`config.mk`:
```
export PLATFORM = sky130hd
export DESIGN_NAME = hamming_encoder_tx
export DESIGN_NICKNAME = d
export VERILOG_FILES = /design/src/rtl/hamming_encoder_tx.sv
export SDC_FILE = /design/constraint.sdc
export NUM_CORES = 1
export LEC_CHECK = 0
export ABC_AREA = 1
export BUFFER_PORTS_ARGS = -buffer_cell sky130_fd_sc_hd__buf_2
export CAP_MARGIN = 20
export CORE_MARGIN = 1
export CORE_UTILIZATION = 30
export DETAILED_ROUTE_END_ITERATION = 6
export PLACE_DENSITY = 0.49
export SYNTH_ARGS = -nofsm -noshare
export SYNTH_HDL_FRONTEND = slang
export SYNTH_SLANG_ARGS = --single-unit
```
`constraint.sdc`:
```
create_clock -name clk -period 1.73 [get_ports clk]
set_input_delay 0.0865 -clock clk [delete_from_list [all_inputs] [get_ports clk]]
set_output_delay 0.0865 -clock clk [all_outputs]
set_load 0.005 [all_outputs]
```
`src/rtl/hamming_encoder_tx.sv`:
```
// Purpose: SECDED Hamming(16,11) encoder with a 1-bit serialiser, sof/eof markers and XOR error injection.
// Latency: first frame bit (with sof) is presented the cycle after the input handshake; a frame is 16 cycles.
// Backpressure: in_ready is low while a frame shifts (except its eof cycle when IDLE_GAP==0) and during the idle gap.
module hamming_encoder_tx #(
  parameter int MSB_FIRST = 1,  // 1: code[15] goes out first, 0: code[0] goes out first
  parameter int IDLE_GAP  = 0   // forced idle cycles between frames (0..15)
) (
  input  logic        clk,
  input  logic        rst,
  input  logic        in_valid,
  output logic        in_ready,
  input  logic [10:0] in_data,
  input  logic [15:0] inj_mask,
  output logic        tx_valid,
  output logic        tx_bit,
  output logic        tx_sof,
  output logic        tx_eof,
  output logic [15:0] code_word
);

  typedef enum logic [1:0] {
    ST_IDLE  = 2'd0,
    ST_SHIFT = 2'd1,
    ST_GAP   = 2'd2
  } state_t;

  // Last value of the gap counter before returning to IDLE.
  localparam logic [3:0] GAP_LAST     = (IDLE_GAP > 0) ? 4'(IDLE_GAP - 1) : 4'd0;
  // With no gap, the eof cycle may accept the next word so frames abut.
  localparam bit         BACK_TO_BACK = (IDLE_GAP == 0);

  state_t      state;
  state_t      state_nxt;
  logic [3:0]  bit_cnt;
  logic [3:0]  bit_cnt_nxt;
  logic [3:0]  gap_cnt;
  logic [3:0]  gap_cnt_nxt;
  logic [15:0] enc_code;
  logic [15:0] frame_nxt;
  logic [15:0] frame_q;
  logic        load;
  logic        advance;

  // Serial position -> codeword bit index, honouring the configured bit order.
  function automatic logic pick_bit(input logic [15:0] frame, input logic [3:0] pos);
    logic [3:0] idx;
    idx = (MSB_FIRST != 0) ? (4'd15 - pos) : pos;
    return frame[idx];
  endfunction

  // Build the clean codeword: scatter data bits, then parity over data bits, then overall parity.
  always_comb begin : encode
    logic [15:0] c;
    c       = '0;
    c[15:9] = in_data[10:4];
    c[7:5]  = in_data[3:1];
    c[3]    = in_data[0];
    // The masks cover data positions only, so the order of these four is irrelevant.
    c[1]    = ^(c & 16'hAAA8);
    c[2]    = ^(c & 16'hCCC8);
    c[4]    = ^(c & 16'hF0E0);
    c[8]    = ^(c & 16'hFE00);
    // Overall even parity over everything above it, including the Hamming bits.
    c[0]    = ^c[15:1];
    enc_code = c;
  end

  assign frame_nxt = enc_code ^ inj_mask;

  // Next-state logic, handshake ready and counter updates.
  always_comb begin
    state_nxt   = state;
    bit_cnt_nxt = bit_cnt;
    gap_cnt_nxt = gap_cnt;
    in_ready    = 1'b0;
    load        = 1'b0;
    advance     = 1'b0;
    unique case (state)
      ST_IDLE: begin
        // Gate with rst so a held in_valid cannot slip a word in while reset is asserted.
        in_ready    = !rst;
        bit_cnt_nxt = 4'd0;
        if (in_valid && in_ready) begin
          load      = 1'b1;
          state_nxt = ST_SHIFT;
        end
      end
      ST_SHIFT: begin
        if (bit_cnt != 4'd15) begin
          advance     = 1'b1;
          bit_cnt_nxt = bit_cnt + 4'd1;
        end else if (BACK_TO_BACK) begin
          in_ready = !rst;
          if (in_valid && in_ready) begin
            // Counter wraps 15 -> 0 straight into the next frame's sof.
            load        = 1'b1;
            bit_cnt_nxt = bit_cnt + 4'd1;
          end else begin
            state_nxt   = ST_IDLE;
            bit_cnt_nxt = 4'd0;
          end
        end else begin
          state_nxt   = ST_GAP;
          bit_cnt_nxt = 4'd0;
          gap_cnt_nxt = 4'd0;
        end
      end
      ST_GAP: begin
        if (gap_cnt == GAP_LAST) begin
          state_nxt   = ST_IDLE;
          gap_cnt_nxt = 4'd0;
        end else begin
          gap_cnt_nxt = gap_cnt + 4'd1;
        end
      end
      default: begin
        state_nxt   = ST_IDLE;
        bit_cnt_nxt = 4'd0;
        gap_cnt_nxt = 4'd0;
      end
    endcase
  end

  // State and counter registers.
  always_ff @(posedge clk) begin
    if (rst) begin
      state   <= ST_IDLE;
      bit_cnt <= 4'd0;
      gap_cnt <= 4'd0;
    end else begin
      state   <= state_nxt;
      bit_cnt <= bit_cnt_nxt;
      gap_cnt <= gap_cnt_nxt;
    end
  end

  // Registered serial outputs; tx_* always describe the bit at the current counter position.
  always_ff @(posedge clk) begin
    if (rst) begin
      frame_q   <= 16'h0000;
      code_word <= 16'h0000;
      tx_valid  <= 1'b0;
      tx_bit    <= 1'b0;
      tx_sof    <= 1'b0;
      tx_eof    <= 1'b0;
    end else if (load) begin
      frame_q   <= frame_nxt;
      code_word <= enc_code;
      tx_valid  <= 1'b1;
      tx_sof    <= 1'b1;
      tx_eof    <= 1'b0;
      tx_bit    <= pick_bit(frame_nxt, 4'd0);
    end else if (advance) begin
      tx_valid  <= 1'b1;
      tx_sof    <= 1'b0;
      tx_eof    <= (bit_cnt_nxt == 4'd15);
      tx_bit    <= pick_bit(frame_q, bit_cnt_nxt);
    end else begin
      // Idle or gap: no frame bit, and the line is held low.
      tx_valid  <= 1'b0;
      tx_sof    <= 1'b0;
      tx_eof    <= 1'b0;
      tx_bit    <= 1'b0;
    end
  end

endmodule

```
==> results.cfg <==
[die]
start_util_pct = 31.1
num_io_pins = 51
core-area_um2 = 6830
die-height_um = 86.2
fp.dieW_um = 86.2
die-area_um2 = 7430
rows = 30

[yosys]
syn_area_um2 = 2130
synth-seq-cells = 41
synth_top_cell_by_area = dfxtp_1
synth_top_area_share_pct = 38.6
yosys_warnings = 0
synthTopCellsByArea = dfxtp_1 (39%), nand3_1 (13%), nand2_1 (11%)
synthCells = 282
synth_cell_types = 28
syn-num-nets = 313
seq_area_frac_synth_pct = 38.6
synth_area_per_cell_um2 = 7.54

[cells_and_area]
post-route-util_pct = 38.5
area.growth.synth_to_final_pct = 23.7
multiInputGateArea_um2 = 1170
fillers = 766
drive_above_1_share_pct = 28.1
nets = 364
num_antenna_cells = 0
seq_area_um2 = 823

[critical_path]
required_ns = 1.96
start_kind = flip-flop
arrival_ns = 1.80
cp_max_fo = 6
critical_path_class = flip-flop to flip-flop
end_kind = flip-flop

[pwr]
irDropWorstVdd_uv = 339
power_density_nw_per_um2 = 901
total_leakage_power_uw = 0.00123

[cts]
cts_tree = done
htreeDepth = 2
cts_buffers = 5
clock_sinks = 41
cts_root_buf = clkbuf_8
cts.clk_slew.worst_paths_ns = 0.09
clk_latency_ns = 0.29
clk_path_buf_depth = 2

[placement]
gp_congestion = 0.832
dpl.hpwl_um = 3910
portBuffers = 50

[timing]
max_slew_margin_pct = 76.8
finalCriticalPeriod_ns = 1.57
hold_viol_final = 0
drv_slew = 0
holdWs_ns = 0.0584
rsz0062_at_grt = no
max_freq_ghz = 0.639
setup-tns-final_ns = 0
tightestPinTransition_ns = 0.346
fin_skew_ns = 0.00426
final.period_utilization_pct = 90.5
setup_violations = 0

[detailed_routing]
drt_iter0_markers = 128
routedWlPerCell_um = 12.3
drc = 0
drtPass1Iterations = 4
routed_wl_um = 5300
drt-vias-per-instance = 4.54
antenna_left = 0
via_count = 1953

[global_route]
grt_antenna_before_repair = 0
grt_usage_pct = 14.7
grt_overflow_total = 0
grt_first_pass_wirelength_um = 8500
grt_max_degree = 34
grt_pass1_vias = 1717

[run_status]
status = complete, no violations

[flow_run]
max-cap-violations = 0

[worst_hold_path]
hold_class = input pin to flip-flop
worst max-delay path, stage by stage (launching register included):
cell and delay (ns):
dfxtp_2 0.37, ha_4 0.14, nand3_1 0.09, nand2_2 0.16
nand2_4 0.13, nand2_8 0.11, nand2_1 0.05, nand3_1 0.06
nand3_1 0.09, nand3_1 0.10, nand3_2 0.08, a21oi_2 0.13
layout by cell type, fill, tap and decap left out:
master      synthesis  final
inv_6               1      1
dfxtp_2             0      2
nand3_2             2      4
o21ai_0            17     17
inv_2               5      5
dfxtp_1            41     39
clkinvlp_4          0      2
clkinv_4            0      1
buf_2               3     50
bufinv_16           0      1
xnor2_1            16     16
nor2_4              1      1
a21oi_2             0      1
nand3_1            57     55
nand2_4             3      3
a21oi_1            12     11
inv_1              15     15
nor2_1              7      7
buf_12              0      1
nor3_1              1      1
nand2_2             7      8
xnor2_2             2      2
o21ai_1             2      2
nand2_1            62     62
a31oi_1             2      2
buf_4               4      5
xor2_1             10     10
nand2_8             0      1
ha_4                0      1
clkbuf_8            0      5
nand3b_1            3      3
worst paths after layout:
path	start	to	slack (ns)	cells past startpoint
setup / recovery	bit_cnt[0]	tx_bit	0.16	11
hold / removal	inj_mask[8]	frame_q[8]	0.06	4
setup reg to reg	bit_cnt[0]	tx_bit	0.16	11
hold reg to reg	code_word[11]	code_word[11]	0.46	2
kinds of logic after synthesis:
group	count (synthesis)	share of synthesized area (%)
buf+inv	36	8.71
simple gates	143	32.0
flops	41	38.6
fa+ha+maj	1	0.588
xor+xnor	28	12.2
compound gates	33	7.88
routing by layer:
| metal | GRT usage [%] | up-vias | wire length [um] |
|---|---|---|---|
| met3 | 3.33 | 4 | 187 |
| met2 | 24.1 | 34 | 2550 |
| li1 | - | 1024 | - |
| met4 | 3.79 | 0 | 32 |
| met5 | 0 | - | 0 |
| met1 | 19.5 | 891 | 2530 |
synthesized netlist by cell type, drive strengths merged:
library cell  number
nand3b             3
buf               11
clkbuf             3
xnor2             18
ha                 1
a31oi              2
xor2              10
dfxtp             41
nand2             72
nor3               1
clkinv             1
nand3             59
o21ai             19
a21oi             12
inv               21
nor2               8
power by group:
group          leakage [uW]  internal, uW  switching [uW]
Sequential         0.000339          1030            44.6
Combinational      0.000836           213             297
Clock             0.0000543           432             357
Total               0.00123          1670             698
through the flow:
step | setup WS (ns) | power (uW) | instance area (um^2) | std cells
global route | 0.0285 | 2510 | 2630 | 430
detailed placement | 0.117 | 1590 | 2430 | 417
CTS | 0.0947 | 2380 | 2550 | 425
finish | 0.164 | 2370 | 2630 | 430
global placement | 0.200 | 1580 | 2430 | 417
floorplan | 0.289 | 1430 | 2130 | 282
area by class of cell:
| cell class | instances | share of cell area [%] |
|---|---|---|
| Clock buffer | 5 | 2.62 |
| Clock inverter | 3 | 1.76 |
| Inverter | 22 | 3.47 |
| Multi-Input combinational cell | 207 | 44.6 |
| Sequential cell | 41 | 31.3 |
| Tap cell | 96 | 4.56 |
| Timing Repair Buffer | 56 | 11.7 |
sequential cells by signal (all words and copies together), names as in the netlist:
register and cells:
tx_eof 1, state 1, tx_sof 1, bit_cnt 4
tx_valid 1, code_word 16, tx_bit 1, frame_q 16
timing repair:
action / in CTS / in global routing
gates resized for setup: 0 / 9
endpoints found under the setup margin: 0 / 1
setup buffers: 0 / 3
hold buffers: 0 / 0
No activity file was read; power rests on OpenSTA's default activity.
